==> src/rtl/int_ctrl.sv <==
// rtl/int_ctrl.sv - vectored interrupt controller, fixed priority (lowest index wins)
// Optional INT_CTRL_MASK_EN adds a software mask (8'h5A) and pending readback (8'h5B).
module int_ctrl #(
    parameter int NUM_SRC    = 8,
    parameter int VEC_W      = 6,
    parameter int VEC_BASE   = 1,
    parameter int VEC_STRIDE = 1
) (
    input  logic               clk,
    input  logic               rst_n,
    input  logic [NUM_SRC-1:0] irq_req,
    output logic [NUM_SRC-1:0] irq_exec,
    input  logic               sreg_i,
    output logic               cpu_int_req,
    output logic [VEC_W-1:0]   cpu_int_vec,
    input  logic               cpu_int_ack,
    input  logic               read,
    input  logic               write,
    input  logic [7:0]         addr,
    input  logic [7:0]         wdata,
    output logic [7:0]         rdata
);

    localparam int IDX_W = (NUM_SRC > 1) ? $clog2(NUM_SRC) : 1;

    localparam logic [1:0] ST_IDLE = 2'd0;
    localparam logic [1:0] ST_REQ  = 2'd1;
    localparam logic [1:0] ST_HOLD = 2'd2;

    logic [1:0]         state;
    logic [IDX_W-1:0]   idx;
    logic [IDX_W-1:0]   win_idx;
    logic               hold_cnt;
    logic [NUM_SRC-1:0] mask;
    logic [NUM_SRC-1:0] eff;
    logic               any_eff;

`ifdef INT_CTRL_MASK_EN
    localparam logic [7:0] ADDR_MASK = 8'h5A;
    localparam logic [7:0] ADDR_PEND = 8'h5B;

    always_ff @(posedge clk or negedge rst_n) begin
        if (!rst_n) begin
            mask <= '1;
        end else if (write && (addr == ADDR_MASK)) begin
            mask <= wdata[NUM_SRC-1:0];
        end
    end

    always_comb begin
        rdata = 'x;
        if (read) begin
            case (addr)
                ADDR_MASK: rdata = 8'(mask);
                ADDR_PEND: rdata = 8'(eff);
                default:   rdata = 'x;
            endcase
        end
    end
`else
    logic unused_bus;

    assign mask       = '1;
    assign rdata      = 'x;
    assign unused_bus = &{1'b0, read, write, addr, wdata};
`endif

    assign eff     = irq_req & mask;
    assign any_eff = |eff;

    always_comb begin
        win_idx = '0;
        for (int i = NUM_SRC - 1; i >= 0; i--) begin
            if (eff[i]) begin
                win_idx = IDX_W'(i);
            end
        end
    end

    // idx and the vector are latched on entry to REQ so a later, higher-priority
    // arrival cannot swap the vector the CPU may already be fetching.
    always_ff @(posedge clk or negedge rst_n) begin
        if (!rst_n) begin
            state       <= ST_IDLE;
            idx         <= '0;
            hold_cnt    <= 1'b0;
            cpu_int_req <= 1'b0;
            cpu_int_vec <= '0;
            irq_exec    <= '0;
        end else begin
            irq_exec <= '0;
            case (state)
                ST_IDLE: begin
                    if (sreg_i && any_eff) begin
                        idx         <= win_idx;
                        cpu_int_vec <= VEC_W'(VEC_BASE + int'(win_idx) * VEC_STRIDE);
                        cpu_int_req <= 1'b1;
                        state       <= ST_REQ;
                    end
                end
                ST_REQ: begin
                    if (cpu_int_ack) begin
                        cpu_int_req <= 1'b0;
                        irq_exec    <= NUM_SRC'(1) << idx;
                        hold_cnt    <= 1'b0;
                        state       <= ST_HOLD;
                    end else if (!sreg_i || !eff[idx]) begin
                        cpu_int_req <= 1'b0;
                        state       <= ST_IDLE;
                    end
                end
                ST_HOLD: begin
                    // Two dead cycles let the peripheral's registered flag clear.
                    if (hold_cnt) begin
                        state <= ST_IDLE;
                    end else begin
                        hold_cnt <= 1'b1;
                    end
                end
                default: begin
                    cpu_int_req <= 1'b0;
                    state       <= ST_IDLE;
                end
            endcase
        end
    end

endmodule

==> config.mk <==
export PLATFORM = sky130hd
export DESIGN_NAME = int_ctrl
export DESIGN_NICKNAME = d
export VERILOG_FILES = /design/src/rtl/int_ctrl.sv
export SDC_FILE = /design/constraint.sdc
export NUM_CORES = 1
export LEC_CHECK = 0
export ABC_AREA = 1
export CORE_MARGIN = 1.5
export CORE_UTILIZATION = 42
export DETAILED_ROUTE_END_ITERATION = 8
export PLACE_DENSITY_LB_ADDON = 0.25
export SYNTH_ARGS = -nofsm -noshare
export SYNTH_HDL_FRONTEND = slang
export SYNTH_SLANG_ARGS = --single-unit
==> constraint.sdc <==
create_clock -name clk -period 1.6 [get_ports clk]
set_input_delay 0.16 -clock clk [delete_from_list [all_inputs] [get_ports clk]]
set_output_delay 0.16 -clock clk [all_outputs]
set_load 0.005 [all_outputs]
==> metrics <==
status complete, no violations; critical path's slowest cell clkdlybuf4s50_1; dominant synthesized flop cell dfrtp_1; top post-synthesis cells by count 46 x nand2_1, 19 x dfrtp_1, 13 x nor2_1; reg2reg setup slack 0.39 ns; CTS tree done; clk_skew 0.00173 ns; Worst path most repeated cell nand2_1; R2R Path End cpu_int_req; Routed Antenna Nets 0; Max Slew Vio Count 0; fin crit period 1.42 ns; Clock Tree Root clkbuf_4; global route overflow 0; fraction of synthesis flops using an asynchronous set or reset pin 100%; Final Worst Setup Slack 0.180 ns; gpl congestion 0.798; arrival time worst endpoint 1.62 ns; RSZ-0062 raised after global routing no; top-level I/O count 53; crit share post-route 88.8%; Yosys top cell area share 46.7%; Die Width 52.2 µm; Worst Setup Start Kind input port; maximum clock insertion buffer count 2; placed cells 183; WS Path Type input port to flip-flop; Yosys top cell by area dfrtp_1; Lkg Pwr 0.000680 µW; Synth Register Bits 19; Final TNS setup 0 ns; Cells after Synth 129; Max VDD drop 0.000720 V; largest fanout on the critical path 3; H-tree Lvls 1; initial antenna violation count 0; critical path cell sequence clkdlybuf4s50_1 -> inv_1 -> a21oi_1 -> o21bai_1 -> nand2_1 -> nand2_1 -> nand2_1 -> inv_1 -> ha_1 -> xor2_1 -> o21ai_2; Hold WC Path Type input port to asynchronous set/reset pin; DR vias/cell 4.46; total power 1520 µW; initial core utilization 45.1%; worst r2r src idx[0]; largest cells by area after synthesis dfrtp_1 47%, nand2_1 17%, buf_4 7.4%; nets 191; CP required 1.80 ns; DRT iter0 DRCs 7; Core ar. 0.00225 mm²; CP max stage delay 0.47 ns; vias post-DR 834; Synth Area per Inst 7.89 µm²; Hold Buf Count CTS 0; clk slew on worst S/H paths 0.11 ns; DP Wirelength 1.42 mm; Netlist cell types 22; Die H 52.2 µm; setup violators final 0; Synth Cell Area 0.00102 mm²; first-pass GRT wire length 3.23 mm; final WL 1.82 mm; clk_lat worst skew 0.30 ns; most frequent cell after synthesis nand2_1; num rows 17; CTS buffer count 3; IO buf count 24; final hold vios 0; vias in the first global route 827; DR WL/cell 9.75 µm; GR Util All Layers 15.7%; Die Area 0.00273 mm²; Clock Sink Count 19; dpl ws -0.141 ns; largest net degree at the start of global routing 20; FMAX 704 MHz; Setup Fix Bufs, Post-CTS 0; DRC viols 0; Post-synth EDFFs 0; first-pass detailed-route iteration total 4; Post-Place Cell Area 0.00127 mm²; Cell Count, Final, Fillers Out 187; area delta synth->final 27.6%; final instance area 0.00130 mm²; Power Density 1170 mW/mm²; antenna cells 0; post-synthesis sequential area ratio 46.7%; Resized cells post-CTS 0; yosys warns 0; Worst R2R Path Depth 9; CP Capture Type flip-flop; maxcap violations 0; layout cells sized above 1 11.3%
-- layout make-up --
cell class / instances / area [µm²]
inverters: 14 / 60.1
clock inverters: 1 / 5.00
repair buffers: 28 / 270
flip-flops and latches: 19 / 475
fillers: 225 / 957
clock buffers: 3 / 22.5
multi-input cells: 94 / 429
well taps: 28 / 35.0
-- logic make-up after synthesis --
family	share of synthesized area, %
buffers and inverters	14.4
DFF	46.7
adders and majority gates	1.23
AOI/OAI and AO/OA	6.40
and+or+nand+nor	30.0
other	0.369
xor gates and xnor gates	0.861
-- routing by layer --
layer  track usage, %  share of wire, %
met5                0                 0
met3             2.29               3.5
met4             5.98               2.5
met1             18.7                45
met2             28.5                49
-- worst max-delay path: cells and delay by family --
kind	cells	cell delay, ns
buffers and inverters	3	0.55
AND/OR/NAND/NOR	3	0.22
AO/OA/AOI/OAI	3	0.25
XOR/XNOR	1	0.23
adder cells (fa/ha/maj)	1	0.19
-- state kept, by name, summed over array words and instances (netlist names) --
| name | cells |
|---|---|
| idx | 3 |
| cpu_int_vec | 4 |
| hold_cnt | 1 |
| state | 2 |
| cpu_int_req | 1 |
| irq_exec | 8 |
-- layout by cell type, fill, tap and decap left out --
master / synthesis / layout
nor2_4: 1 / 1
nand3_1: 7 / 7
o21ai_4: 1 / 1
o21bai_1: 2 / 2
nand4_1: 1 / 1
conb_1: 1 / 10
clkdlybuf4s50_1: 0 / 24
clkbuf_4: 0 / 3
a21oi_1: 1 / 1
nand2_2: 2 / 2
buf_4: 10 / 4
o21ai_0: 4 / 4
o21ai_2: 1 / 1
dfrtp_1: 19 / 19
ha_1: 1 / 1
inv_6: 1 / 1
inv_1: 12 / 12
nor2_2: 2 / 2
xor2_1: 1 / 1
nand2_1: 46 / 46
nor2_1: 13 / 13
clkinv_2: 0 / 1
inv_4: 1 / 1
or2_2: 1 / 1
-- worst max path at each step --
| stage | cells past startpoint | from | slack (ns) | end |
|---|---|---|---|---|
| CTS | 11 | irq_req[6] | 0.18 | cpu_int_vec[2] |
| floorplan | 10 | irq_req[6] | 0.50 | cpu_int_vec[2] |
| global placement | 11 | irq_req[6] | -0.11 | cpu_int_vec[2] |
| finish | 11 | irq_req[6] | 0.18 | cpu_int_vec[2] |
| detailed placement | 11 | irq_req[6] | -0.14 | cpu_int_vec[2] |
| global route | 11 | irq_req[6] | 0.03 | cpu_int_vec[2] |
-- metrics by stage --
step                hold slack (ns)  utilization (%)
finish                        0.186             57.5
detailed placement            0.459             56.3
global route                  0.211             57.5
CTS                           0.189             57.5
floorplan                    -0.136                -
global placement              0.446             56.3
-- where the power goes --
part	internal (µW)	switching, µW	total [µW]
registers	597	99.5	697
clock network	93.2	148	241
logic	270	313	584
Power figures use the tool's default switching activity.
